===== src/rtl/program_loader_if.sv =====
// Byte-stream handshake between the host/UART source and the program loader.
interface program_loader_if;
  logic [7:0] byte_in;
  logic       byte_valid;
  logic       byte_ready;

  modport master (output byte_in, output byte_valid, input byte_ready);
  modport slave  (input byte_in, input byte_valid, output byte_ready);
endinterface


===== src/rtl/program_loader.sv =====
// Boot-time instruction-memory loader: packs streamed bytes big-endian into
// 32-bit words, writes them from address 0 upward and stalls the CPU meanwhile.
module program_loader #(
  parameter int MEM_SIZE   = 150,
  parameter int ADDR_WIDTH = 20
) (
  input  logic                  clock,
  input  logic                  reset,
  input  logic                  start,
  input  logic [ADDR_WIDTH-1:0] load_len,
  input  logic                  abort,
  program_loader_if.slave       stream,
  input  logic [ADDR_WIDTH-1:0] cpu_pc,
  output logic [ADDR_WIDTH-1:0] instr_addr,
  output logic                  mem_we,
  output logic [31:0]           mem_wdata,
  output logic                  cpu_hold,
  output logic                  done,
  output logic                  error
);

  localparam logic [ADDR_WIDTH-1:0] MAX_LEN = ADDR_WIDTH'(MEM_SIZE);
  localparam logic [ADDR_WIDTH-1:0] ONE     = ADDR_WIDTH'(1);

  typedef enum logic [2:0] {IDLE, RECV, WRITE, DONE, ERR} state_t;

  state_t                state, state_next;
  logic [ADDR_WIDTH-1:0] len_q;
  logic [ADDR_WIDTH-1:0] wr_ptr;
  logic [1:0]            byte_cnt;
  logic [23:0]           word_buf;
  logic                  byte_ready;
  logic                  accept;
  logic                  len_bad;
  logic                  last_word;

  assign byte_ready        = (state == RECV);
  assign stream.byte_ready = byte_ready;
  assign accept            = stream.byte_valid && byte_ready;
  assign len_bad           = (load_len == '0) || (load_len > MAX_LEN);
  assign last_word         = (wr_ptr == len_q - ONE);

  // The loader owns the address port only while it is receiving or writing.
  assign instr_addr = (state == RECV || state == WRITE) ? wr_ptr : cpu_pc;

  always_ff @(posedge clock) begin
    if (reset) state <= IDLE;
    else       state <= state_next;
  end

  always_comb begin
    state_next = state;
    case (state)
      IDLE:    if (start) state_next = len_bad ? ERR : RECV;
      RECV: begin
        if (abort)                             state_next = ERR;
        else if (accept && byte_cnt == 2'd3)   state_next = WRITE;
      end
      WRITE: begin
        if (abort)          state_next = ERR;
        else if (last_word) state_next = DONE;
        else                state_next = RECV;
      end
      DONE:    state_next = IDLE;
      ERR:     state_next = IDLE;
      default: state_next = IDLE;
    endcase
  end

  // Outputs are registered from the next state so they line up with the state itself.
  always_ff @(posedge clock) begin
    if (reset) begin
      len_q     <= '0;
      wr_ptr    <= '0;
      byte_cnt  <= 2'd0;
      word_buf  <= '0;
      mem_wdata <= '0;
      mem_we    <= 1'b0;
      cpu_hold  <= 1'b0;
      done      <= 1'b0;
      error     <= 1'b0;
    end else begin
      mem_we   <= (state_next == WRITE);
      cpu_hold <= (state_next == RECV) || (state_next == WRITE) || (state_next == DONE);
      done     <= (state_next == DONE);
      error    <= (state_next == ERR);
      case (state)
        IDLE: begin
          if (start && !len_bad) begin
            len_q    <= load_len;
            wr_ptr   <= '0;
            byte_cnt <= 2'd0;
          end
        end
        RECV: begin
          if (abort) begin
            byte_cnt <= 2'd0;
          end else if (accept) begin
            byte_cnt <= byte_cnt + 2'd1;
            word_buf <= {word_buf[15:0], stream.byte_in};
            if (byte_cnt == 2'd3) mem_wdata <= {word_buf, stream.byte_in};
          end
        end
        WRITE: begin
          if (!abort && !last_word) wr_ptr <= wr_ptr + ONE;
        end
        default: ;
      endcase
    end
  end

endmodule


===== src/flat_wrapper.sv =====
// flat-port wrapper written by rule: the top's interface ports become plain ports
module program_loader_flat 
#(
  parameter int MEM_SIZE   = 150,
  parameter int ADDR_WIDTH = 20
)
  (clock, reset, start, load_len, abort, cpu_pc, instr_addr, mem_we, mem_wdata, cpu_hold, done, error, stream_byte_in, stream_byte_valid, stream_byte_ready);
  program_loader_if stream_i ();
  input  logic clock;
  input  logic reset;
  input  logic start;
  input  logic [ADDR_WIDTH-1:0] load_len;
  input  logic abort;
  input  logic [ADDR_WIDTH-1:0] cpu_pc;
  output logic [ADDR_WIDTH-1:0] instr_addr;
  output logic mem_we;
  output logic [31:0] mem_wdata;
  output logic cpu_hold;
  output logic done;
  output logic error;
  input wire logic [$bits(stream_i.byte_in)-1:0] stream_byte_in;
  input wire logic [$bits(stream_i.byte_valid)-1:0] stream_byte_valid;
  output wire logic [$bits(stream_i.byte_ready)-1:0] stream_byte_ready;
  assign stream_i.byte_in = stream_byte_in;
  assign stream_i.byte_valid = stream_byte_valid;
  assign stream_byte_ready = stream_i.byte_ready;
  program_loader #(.MEM_SIZE(MEM_SIZE), .ADDR_WIDTH(ADDR_WIDTH)) u_core (.clock(clock), .reset(reset), .start(start), .load_len(load_len), .abort(abort), .stream(stream_i), .cpu_pc(cpu_pc), .instr_addr(instr_addr), .mem_we(mem_we), .mem_wdata(mem_wdata), .cpu_hold(cpu_hold), .done(done), .error(error));
endmodule

===== config.mk =====
export PLATFORM = sky130hd
export DESIGN_NAME = program_loader_flat
export DESIGN_NICKNAME = d
export VERILOG_FILES = /design/src/rtl/program_loader_if.sv /design/src/rtl/program_loader.sv /design/src/flat_wrapper.sv
export SDC_FILE = /design/constraint.sdc
export NUM_CORES = 1
export LEC_CHECK = 0
export BUFFER_PORTS_ARGS = -buffer_cell sky130_fd_sc_hd__buf_4
export CAP_MARGIN = 20
export CORE_ASPECT_RATIO = 1.25
export CORE_UTILIZATION = 50
export CTS_CLUSTER_SIZE = 8
export DETAILED_ROUTE_END_ITERATION = 8
export GPL_ROUTABILITY_DRIVEN = 0
export PLACE_DENSITY = 0.79
export SYNTH_ARGS = -nofsm -noshare
export SYNTH_HDL_FRONTEND = slang
export SYNTH_SLANG_ARGS = --single-unit

===== constraint.sdc =====
create_clock -name clock -period 3.4 [get_ports clock]
set_clock_uncertainty 0.1 [all_clocks]
set_input_delay 0.34 -clock clock [delete_from_list [all_inputs] [get_ports clock]]
set_output_delay 0.34 -clock clock [all_outputs]
set_load 0.02 [all_outputs]

[Word level (Yosys, flattened, before mapping)]
Index checks and enable logic that the tools add are counted.
Operators by class
  muxes and demuxes: 15
  reduce and logical (&&, ||, !) cells: 20
  magnitude comparators: 1
  equality and inequality tests: 11
  bitwise logic cells: 1
  $add $sub $neg: 3
Operators with widths (number)
  20-bit two-way mux: 3
  20-bit one-hot mux with 2 select lines: 1
  20-bit by 1-bit adder with 20-bit output, second input constant: 1
  20-bit equality test: 1
  20-bit by 8-bit > comparator with 1-bit output, second input constant: 1
  20-bit logical NOT: 1
  20-bit by 1-bit subtractor with 20-bit output, second input constant: 1
  3-bit two-way mux: 5
  3-bit by 2-bit equality test with 1-bit output, second input constant: 3
  3-bit one-hot mux with 3 select lines: 1
  3-bit AND reduction: 3
  2-bit two-way mux: 4
  3-bit by 1-bit equality test with 1-bit output, second input constant: 2
  1-bit logical AND: 4
  1-bit logical OR: 4
  2-bit one-hot mux with 2 select lines: 1
  4-bit AND reduction: 1
  2-bit nonzero test: 2
  3-bit equality test, second input constant: 1
  1-bit logical NOT: 3
  3-bit logical NOT: 1
  3-bit != test, second input constant: 1
  2-bit by 1-bit adder with 2-bit output, second input constant: 1
  2-bit equality test, second input constant: 1
  other kinds (4): 4
Storage, ports and cells
  output and inout port bits: 57
  logic and storage cells: 61
  register bits: 105
  bits of input ports: 53

[Depth between registers and ports, before layout]
Gate-level depths: netlist (run 1).
  depth after elaboration: 9
  mapped depth: 12
  depth with buffers taken out: 11

[Worst setup path before layout (run 1)]
Ideal clock, no wire load.
  path kind: register to register
  start: register u_core.len_q[0]
  end: register u_core.wr_ptr[15]
  stages on the path, launching flop included: 13
  data required time: 3.232 ns
  period minus slack after synthesis: 2.731 ns
  path slack: 0.669 ns
  buffers on the path: 1
  arrival time: 2.563 ns
  cell sequence: dfxtp_1 inv_1 ha_1 nor4b_2 and4_1 nor2_1 or3_4 a31oi_4 or3_4 o21ai_4 buf_6 or3_1 a21oi_2
Between the ends
  longest elaborated chain between the ends: 6
Ends and longest elaborated chain
  start, declared: line program_loader.sv:28  | logic [ADDR_WIDTH-1:0] len_q;
  start signal, assigned: line program_loader.sv:90  | len_q <= load_len;
  20-bit by 1-bit subtractor with 20-bit output: line program_loader.sv:41  | assign last_word = (wr_ptr == len_q - ONE);
  20-bit equality test: line program_loader.sv:41
  1-bit logical NOT: line program_loader.sv:105  | if (!abort && !last_word) wr_ptr <= wr_ptr + ONE;
  1-bit logical AND: line program_loader.sv:105
  2-bit != test (no source line)
  3-bit AND reduction (no source line)
  end signal, assigned: line program_loader.sv:105
  end, declared: line program_loader.sv:29  | logic [ADDR_WIDTH-1:0] wr_ptr;
Every way passes these cells.
A chain may end at the register's enable or synchronous reset.

[Final worst setup path (run 1)]
  start: register u_core.len_q[0]
  end: register u_core.wr_ptr[10]
The elaborated chain is that of the path after synthesis.

==> metrics.txt, run 1 <==
Worst setup EP type=flip-flop; Hold Path Class=input port to flip-flop; first-pass GRT wire length=roughly 21000 um; wire per inst=about 15 um; met2 wire length=about 6500 um; fin nets=768; initial antenna violation count=0; clock root cell=clkbuf_16; CTS sink cnt=approximately 110; Die Area=10500 um^2; drt pass-1 iters=5; final hold vios=0; Antenna Cells=0; non-filler cells, final=~840; number of synthesized flops with an enable pin=0; Netlist cell types=60; Reg2Reg Launch Point=u_core.len_q[0]; setup bufs post-CTS=0; Slew headroom=between 30 and 40%; H-tree levels=3; largest net degree at the start of global routing=74; fin crit period=roughly 3.1 ns; vias per cell=5.54; CP arrival=between 3 and 4 ns; share of cells above drive strength 1=roughly 25%; core area=between 9000 and 10000 um^2; Initial Util=51.8%; Mapped Nets=675; Syn. warnings=0; Critical path origin=u_core.len_q[0]; I/O Buffers=about 110; Total Wirelength=approximately 13000 um; Synth Instances=619; CTS tree=yes; Highest Signal Layer=met4; clock-pin slew on the worst setup and hold paths=~0.080 ns; setup TNS=0 ns; FMAX=roughly 320 MHz; Routed Antenna Nets=0; Peak supply drop=303 uV; number of placed instances, taps included=827; leakage=around 2.4 nW; met3 wire len=just over 700 um; DR DRC count=0; Metal-1 WL=~4900 um; DRT iter0 DRCs=roughly 190; chip height=114 um; I/O Pins=between 100 and 150; Worst Max-Slew Pin Slew=~0.90 ns; register area share after synthesis=41.8%; hold path start=stream_byte_in[7]; ys async rst share=0%; number of global-route vias before repair=~4600; Post-CTS Hold Fix Bufs=0; # Max-Cap Violations=0; Die X=~92 um; endpoints failing setup=0; Post-DP HPWL=between 9000 and 10000 um; Synth Register Bits=around 110; global route overflow=0; clk buf depth=2; crit path launch type=flip-flop; Mean Syn Cell Area=~8.1 um^2; RSZ-0062 raised after global routing=no; Power Dens Cells=~390 nW/um^2; worst hold path depth=3; outcome=finished, final reports clean; Main synth FF type=dfxtp_1; crit path max fanout=11; via count=approximately 4700; FP Rows=40; mapped cell area=approximately 5000 um^2; required time worst endpoint=between 3 and 4 ns; Slew Limit Fails=0; clock buffer count from CTS=9; Skew-Pair Late Insertion Delay=0.35 ns; aggregate global-route resource usage=between 20% and 30%; FF-to-FF path depth=12; area grow syn2layout=23.5%; Post-CTS Resized=0; Worst Setup Path Type=flip-flop to flip-flop; Period Utilization, post-route=91.4%
## power by group
group,leakage (nW),internal (mW),switching (mW)
Combinational,1.40,0.0677,0.0632
Sequential,0.846,1.23,0.00122
Clock,0.147,0.530,0.526
Total,2.39,1.83,0.590
## final cells by class
| class | instances | area [um^2] |
|---|---|---|
| clock buffers | 9 | 225 |
| flip-flops and latches | 105 | 2100 |
| multi-input cells | 465 | 2720 |
| well taps | 126 | 158 |
| fillers | 872 | 3500 |
| clock inverters | 7 | 77.6 |
| inverters | 15 | 56.3 |
| repair buffers | 116 | 871 |
## synth_stat cells (4+ instances only)
library cell    n  area share (%)
o21ai_1         6            0.60
nor3_1         10            0.99
clkbuf_1       25             1.9
a21oi_2         5            0.87
and2_1         14             1.7
inv_1          15             1.1
nand4_1         5            0.62
and4_1          4            0.70
xnor2_1        15             2.6
a31oi_1         4            0.50
nand2b_1        5            0.62
nor4_1         15             1.9
xor2_1         12             2.1
dfxtp_1       105              42
mux2_2         21             4.7
a21oi_1        74             7.4
mux2i_1        11             2.2
nor2_1         47             3.5
o21ai_0         6            0.60
or3_1          11             1.4
o21a_1          4            0.60
and3_1         12             1.5
nand2_1       133             9.9
nand3_1         8            0.80
## stage by stage
stage	power [mW]	instance area (um^2)	hold WS, ns	util, %	setup slack (ns)
after floorplan	1.31	5030	0.332	-	0.669
after global placement	1.39	5910	0.346	60.9	0.506
after detailed placement	1.39	5910	0.349	60.9	0.345
after CTS	2.45	6210	0.125	64.0	0.327
after global routing	2.50	6210	0.139	64.0	0.0184
final	2.42	6210	0.137	64.0	0.293
## cells in the final DEF (no fill, tap or decap), types with 3 or more instances in the layout
cell / Yosys / final
xor2_1: 12 / 12
a31oi_1: 4 / 4
inv_1: 15 / 15
and4_1: 4 / 4
nand2_1: 133 / 133
o21ai_0: 6 / 6
buf_4: 1 / 116
mux2_2: 21 / 21
nor2_1: 47 / 46
nor3_1: 10 / 10
and3_1: 12 / 12
nor4_1: 15 / 15
nand3_1: 8 / 8
or2_2: 3 / 3
xnor2_1: 15 / 15
mux2i_1: 11 / 11
a211oi_1: 3 / 3
clkbuf_16: 0 / 9
o21a_1: 4 / 4
a21oi_2: 5 / 6
or3_1: 11 / 11
nand2b_1: 5 / 5
and2_1: 14 / 14
dfxtp_1: 105 / 105
nand4_1: 5 / 5
a21oi_1: 74 / 73
o21ai_1: 6 / 6
ha_1: 3 / 3
inv_8: 0 / 4
## logic make-up after synthesis
| family | synth area share (%) |
|---|---|
| simple gates | 27.6 |
| compound gates | 14.1 |
| xor+xnor | 4.70 |
| mux | 6.89 |
| fa+ha+maj | 0.746 |
| buf+inv | 4.23 |
| flops | 41.8 |
## metal layers
metal | GRT usage, % | vias to the layer above
met3 | 5.11 | 43
met1 | 27.7 | 2163
met5 | 0 | -
met4 | 16.3 | 0
met2 | 44.6 | 155
li1 | - | 2311
## worst paths after layout
check	slack [ns]	endpoint
max	0.29	u_core.wr_ptr[10]
min	0.14	u_core.word_buf[7]
max reg2reg	0.29	u_core.wr_ptr[10]
min reg2reg	0.36	u_core.mem_wdata[31]
## critical path, cell delays in order (launching register included)
cell and delay [ns]:
dfxtp_1 0.35, inv_1 0.07, ha_1 0.27, nor4b_2 0.38, and4_1 0.32, nor2_1 0.07, o21ai_0 0.32, a31oi_4 0.14
nor3_1 0.33, a21oi_1 0.12, buf_4 0.19, and3_1 0.19, o21a_1 0.16
## flip-flops by register name, summed over array words and instances, names as in the netlist
| register | cells |
|---|---|
| u_core.mem_wdata | 32 |
| u_core.error | 1 |
| u_core.len_q | 20 |
| u_core.state | 3 |
| u_core.wr_ptr | 20 |
| u_core.word_buf | 24 |
| u_core.byte_cnt | 2 |
| u_core.mem_we | 1 |
| u_core.done | 1 |
| u_core.cpu_hold | 1 |
Note: power is estimated with default switching activity, not from simulation.
==> run 2, diff against run 1 <==
--- a/config.mk
+++ b/config.mk
@@ -6,13 +6,14 @@
 export NUM_CORES = 1
 export LEC_CHECK = 0
 export BUFFER_PORTS_ARGS = -buffer_cell sky130_fd_sc_hd__buf_4
-export CAP_MARGIN = 20
+export CAP_MARGIN = 30
 export CORE_ASPECT_RATIO = 1.25
 export CORE_UTILIZATION = 50
 export CTS_CLUSTER_SIZE = 8
 export DETAILED_ROUTE_END_ITERATION = 8
 export GPL_ROUTABILITY_DRIVEN = 0
 export PLACE_DENSITY = 0.79
+export RECOVER_POWER = 50
 export SYNTH_ARGS = -nofsm -noshare
 export SYNTH_HDL_FRONTEND = slang
 export SYNTH_SLANG_ARGS = --single-unit
==> run 2 against run 1 <==
Routed wire length down 0.31%. Utilization down 1.4 points. Critical path depth unchanged. Global-route usage unchanged. Fmax up 0.36%. Combinational power about the same. Largest cell class unchanged. Largest power group unchanged.
==> metrics.txt, run 2 (same netlist as run 1, synthesis figures left out) <==
outcome=finished, final reports clean; cell area after layout=6070 um^2 (-2.2%); largest net degree at the start of global routing=74 (unchanged); final core occ=62.6% (-1.4 points); Total Wirelength=12700 um (-0.31%); clk buf depth=2 (unchanged); # Max-Cap Violations=0 (unchanged); CTS tree=yes; Power Dens Cells=398 nW/um^2 (+2.3%); aggregate global-route resource usage=25.3% (unchanged); FMAX=323 MHz (+0.36%); area grow syn2layout=20.7%; H-tree levels=3 (unchanged); crit path max fanout=11 (unchanged); Slew headroom=39.3% (-0.56 points); RSZ-0062 raised after global routing=no; clock buffer count from CTS=9 (unchanged); Biggest register=u_core.mem_wdata; final hold vios=0 (unchanged); chip height=114 um (unchanged); wire per inst=15.1 um (-0.31%); global route overflow=0 (unchanged); Hold Path Class=input port to flip-flop; Fillers=919 (+5.4%); Initial Util=51.8% (unchanged); crit path launch type=flip-flop; fin crit period=3.10 ns (-0.0110 ns); clock-pin slew on the worst setup and hold paths=0.08 ns (about the same); delay-heaviest family, CP=simple AND/OR/NAND/NOR gates; Skew-Pair Late Insertion Delay=0.35 ns (about the same); Die X=91.7 um (unchanged); setup bufs post-CTS=0 (unchanged); Slew Limit Fails=0 (unchanged); number of global-route vias before repair=4554 (unchanged); Die Area=10500 um^2 (unchanged); Worst setup EP type=flip-flop; Antenna Cells=0 (unchanged); Worst Setup Path Type=flip-flop to flip-flop; endpoints failing setup=0 (unchanged); Post-CTS Resized=0 (unchanged); Top Registers=u_core.mem_wdata: 32 flops, u_core.word_buf: 24 flops; CP arrival=3.25 ns (about the same); required time worst endpoint=3.55 ns (about the same); Post-CTS Hold Fix Bufs=0 (unchanged); commonest non-fill, non-tap cell in the layout=nand2_1; I/O Pins=110 (unchanged); I/O Buffers=109 (unchanged); Worst Max-Slew Pin Slew=0.907 ns (+0.00844 ns); first-pass GRT wire length=21000 um (unchanged); CTS sink cnt=105 (unchanged); number of flip-flops in the largest register=32 (unchanged); share of cells above drive strength 1=19.5% (-5.2 points); drt pass-1 iters=4 (-1); leakage=2.23 nW (-6.7%); Post-DP HPWL=9380 um (unchanged); Peak supply drop=299 uV (-1.3%); Cell Area, Placed=5910 um^2 (unchanged); DRT iter0 DRCs=195 (+3.7%); via count=4662 (-0.21%); Period Utilization, post-route=91.1% (-0.32 points); DR DRC count=0 (unchanged); most frequent cells in the layout=nand2_1, dfxtp_1, buf_4; slowest stage cell, crit path=nor4b_2; vias per cell=5.53 (-0.21%); worst hold slack=0.133 ns (-0.00404 ns); critical path buffer and inverter count=2 (unchanged); Routed Antenna Nets=0 (unchanged); fin nets=768 (unchanged); clock root cell=clkbuf_16; crit-path max cell delay=0.38 ns (about the same); initial antenna violation count=0 (unchanged); setup TNS=0 ns (unchanged); FP Rows=40 (unchanged); critical-path cell list=inv_1 -> ha_1 -> nor4b_2 -> and4_1 -> nor2_1 -> o21ai_0 -> a31oi_4 -> nor3_1 -> a21oi_1 -> buf_4 -> and3_1 -> o21a_1; core area=9710 um^2 (unchanged)
-- run 2: tightest hold or removal path, delay by kind of cell --
kind	cells	cell delay (ns)
buf+inv	1	0.12
simple gates	1	0.05
compound gates	1	0.05
-- run 2: through the flow --
step,std cells,total power [mW],worst slack [ns]
2_1_floorplan,619,1.31,0.669
3_3_place_gp,827,1.39,0.506
3_5_place_dp,827,1.39,0.345
4_1_cts,843,2.45,0.327
5_1_grt,843,2.50,0.0184
6_report,843,2.42,0.304
-- run 2: worst paths after layout --
path                        start                   end  slack [ns]  cells after the start
max               u_core.len_q[0]     u_core.wr_ptr[10]        0.30                     12
min             stream_byte_in[7]    u_core.word_buf[7]        0.13                      3
max reg2reg       u_core.len_q[0]     u_core.wr_ptr[10]        0.30                     12
min reg2reg  u_core.mem_wdata[26]  u_core.mem_wdata[26]        0.36                      2
-- run 2: final cells by class --
type / count / area (um^2) / share of cell area, %
flip-flops and latches: 105 / 2100 / 34.6
repair buffers: 116 / 732 / 12.1
clock buffers: 9 / 225 / 3.71
well taps: 126 / 158 / 2.60
multi-input cells: 465 / 2720 / 44.8
clock inverters: 7 / 77.6 / 1.28
inverters: 15 / 56.3 / 0.927
-- run 2: report_power, final --
| group | total, mW | internal [mW] | switching (mW) |
|---|---|---|---|
| Combinational | 0.131 | 0.0671 | 0.0635 |
| Clock | 1.06 | 0.530 | 0.527 |
| Sequential | 1.23 | 1.23 | 0.00122 |
-- run 2: per-layer routing --
| layer | part of all wire, % | vias to the layer above | global-route usage (%) | wire length [um] |
|---|---|---|---|---|
| met3 | 5.5 | 36 | 5.11 | 696 |
| met5 | 0 | - | 0 | 0 |
| li1 | - | 2312 | - | - |
| met4 | 3.9 | 0 | 16.3 | 491 |
| met1 | 39 | 2162 | 27.7 | 4940 |
| met2 | 52 | 152 | 44.6 | 6570 |
==> run 3, diff against run 2 <==
==> constraint.sdc (replaced) <==
create_clock -name clock -period 3.7 [get_ports clock]
set_clock_uncertainty 0.1 [all_clocks]
set_input_delay 0.37 -clock clock [delete_from_list [all_inputs] [get_ports clock]]
set_output_delay 0.37 -clock clock [all_outputs]
set_load 0.02 [all_outputs]
==> run 3 against run 2 <==
Register-to-register slack gained 0.28 ns. Count of clock-buffer cells in the layout up 1. Hold slack gained 0.029 ns. Routed wire length grew 2.6%. Largest power group unchanged.
==> metrics.txt, run 3 (same netlist as run 1, synthesis figures left out) <==
outcome=finished, final reports clean; RSZ-0062 raised after global routing=no; Worst R2R End=u_core.wr_ptr[10]; FMAX=321 MHz (-0.70%); number of global-route vias before repair=4487 (-1.5%); setup bufs post-CTS=0 (unchanged); final hold vios=0 (unchanged); # Max-Cap Violations=0 (unchanged); vias per cell=5.58 (+0.97%); FF-to-FF path depth=12 (unchanged); H-tree levels=3 (unchanged); Clock Power Share=43.7% (about the same); via count=4696 (+0.73%); cell area after layout=6060 um^2 (-0.23%); Period Utilization, post-route=84.3% (-6.8 points); Post-DP HPWL=9300 um (-0.89%); share of cells above drive strength 1=19.3% (-0.23 points); gr busiest metal=met2; Biggest register=u_core.mem_wdata; FP Rows=40 (unchanged); Reg2Reg Launch Point=u_core.len_q[0]; setup TNS=0 ns (unchanged); CTS tree=yes; Hold EP=u_core.word_buf[5]; Hold Path Class=input port to flip-flop; delay-heaviest family, CP=simple AND/OR/NAND/NOR gates; Seq pwr share=50.9% (about the same); clk buf depth=2 (unchanged); crit path launch type=flip-flop; slowest stage cell, crit path=nor4b_2; number of flip-flops in the largest register=32 (unchanged); combinational power share=5.4% (about the same); crit path max fanout=11 (unchanged); wire per inst=15.5 um (+2.9%); Sw Pwr=0.532 mW (-10%); first-pass GRT wire length=21500 um (+2.3%); leakage=2.22 nW (-0.32%); fin crit period=3.12 ns (+0.0219 ns); drt pass-1 iters=5 (+1); CTS sink cnt=105 (unchanged); Die Area=10500 um^2 (unchanged); Total Wirelength=13000 um (+2.6%); Initial Util=51.8% (unchanged); largest net degree at the start of global routing=74 (unchanged); area grow syn2layout=20.4%; Top Registers=u_core.mem_wdata: 32 flops, u_core.word_buf: 24 flops; M2 GR Usage=47.9% (+3.3 points); crit-path max cell delay=0.38 ns (about the same); I/O Buffers=109 (unchanged); Slew Limit Fails=0 (unchanged); Worst setup EP type=flip-flop; Post-CTS Hold Fix Bufs=0 (unchanged); critical path buffer and inverter count=2 (unchanged); DR DRC count=0 (unchanged); Skew-Pair Late Insertion Delay=0.36 ns (about the same); clock buffer count from CTS=9 (unchanged); Worst Max-Slew Pin Slew=0.903 ns (-0.00370 ns); Post-CTS Resized=0 (unchanged); Cell Area, Placed=5890 um^2 (-0.25%); core area=9710 um^2 (unchanged); chip height=114 um (unchanged); initial antenna violation count=0 (unchanged); hold path start=stream_byte_in[5]; clock root cell=clkbuf_16; DRT iter0 DRCs=222 (+14%); global route overflow=0 (unchanged); met1 usage=27.6% (-0.079 points); required time worst endpoint=3.86 ns (+0.31 ns); worst hold path depth=3 (unchanged); Int Pwr=1.69 mW (-7.6%); Slew headroom=39.8% (+0.47 points); worst hold slack=0.162 ns (+0.0289 ns); Peak supply drop=316 uV (+5.7%); CP arrival=3.27 ns (+0.02 ns); Antenna Cells=0 (unchanged); aggregate global-route resource usage=26.0% (+0.74 points); commonest non-fill, non-tap cell in the layout=nand2_1; switching portion of total power=24.0% (-0.48 points); Die X=91.7 um (unchanged); clock-pin slew on the worst setup and hold paths=0.08 ns (about the same); Routed Antenna Nets=0 (unchanged); most frequent cells in the layout=nand2_1, dfxtp_1, buf_4; fin nets=766 (-0.26%); met3 Use GR=4.52% (-0.60 points); critical-path cell list=inv_1 -> ha_1 -> nor4b_2 -> and4_1 -> nor2_1 -> o21ai_0 -> a31oi_4 -> nor3_1 -> a21oi_1 -> buf_4 -> and3_1 -> o21a_1; Worst Setup Path Type=flip-flop to flip-flop; I/O Pins=110 (unchanged); endpoints failing setup=0 (unchanged); Reg2Reg Setup Slack=0.58 ns (+0.28 ns); Power Dens Cells=366 nW/um^2 (-8.0%)
==> run 3: changes by cell type in the layout (fill, tap and decap cells not counted), sizes merged <==
| cell | change |
|---|---|
| buf | -2 |
| inv | -2 |
| clkinv | +2 |
| clkinvlp | -1 |
| clkbuf | +1 |
==> run 3: layer usage <==
layer  share of wire (%)  vias to the layer above  routed length [um]
met5                   0                        -                   0
met4                 4.4                        0                 578
li1                    -                     2301                   -
met3                 5.8                       36                 756
met2                  52                      183                6820
met1                  37                     2176                4880
==> run 3: cell type report <==
cell class / count / area, um^2
multi-input cells: 465 / 2720
inverters: 15 / 56.3
well taps: 126 / 158
flip-flops and latches: 105 / 2100
fillers: 874 / 3650
clock buffers: 10 / 239
repair buffers: 114 / 717
clock inverters: 6 / 65.1
==> run 3: how the worst max path moves through the flow <==
| stage | startpoint | end | slack (ns) | cells after the start |
|---|---|---|---|---|
| 6_report | u_core.len_q[0] | u_core.wr_ptr[10] | 0.58 | 12 |
| 5_1_grt | u_core.len_q[0] | u_core.wr_ptr[18] | 0.28 | 12 |
| 4_1_cts | u_core.len_q[0] | u_core.wr_ptr[10] | 0.63 | 12 |
| 3_5_place_dp | u_core.len_q[0] | u_core.wr_ptr[18] | 0.65 | 12 |
| 3_3_place_gp | u_core.len_q[0] | u_core.wr_ptr[17] | 0.79 | 11 |
| 2_1_floorplan | u_core.len_q[0] | u_core.wr_ptr[15] | 0.97 | 12 |
==> run 3: stage by stage <==
step	utilization, %	setup slack (ns)	power [mW]	instances
2_1_floorplan	-	0.969	1.21	619
3_3_place_gp	60.7	0.788	1.27	825
3_5_place_dp	60.7	0.654	1.28	825
4_1_cts	63.8	0.629	2.23	841
5_1_grt	62.4	0.280	2.28	841
6_report	62.4	0.582	2.22	841
==> run 3: power by group through the flow <==
stage	Combinational [mW]	Clock [mW]	Sequential, mW
after floorplan	0.0486	0	1.16
after global placement	0.117	0	1.16
after detailed placement	0.119	0	1.16
after CTS	0.120	0.976	1.13
after global routing	0.127	1.03	1.13
final	0.119	0.970	1.13
==> run 3: tightest hold or removal path, delay by kind of cell <==
family,cells,cell delay (ns)
buf+inv,1,0.11
compound gates,1,0.05
simple gates,1,0.05
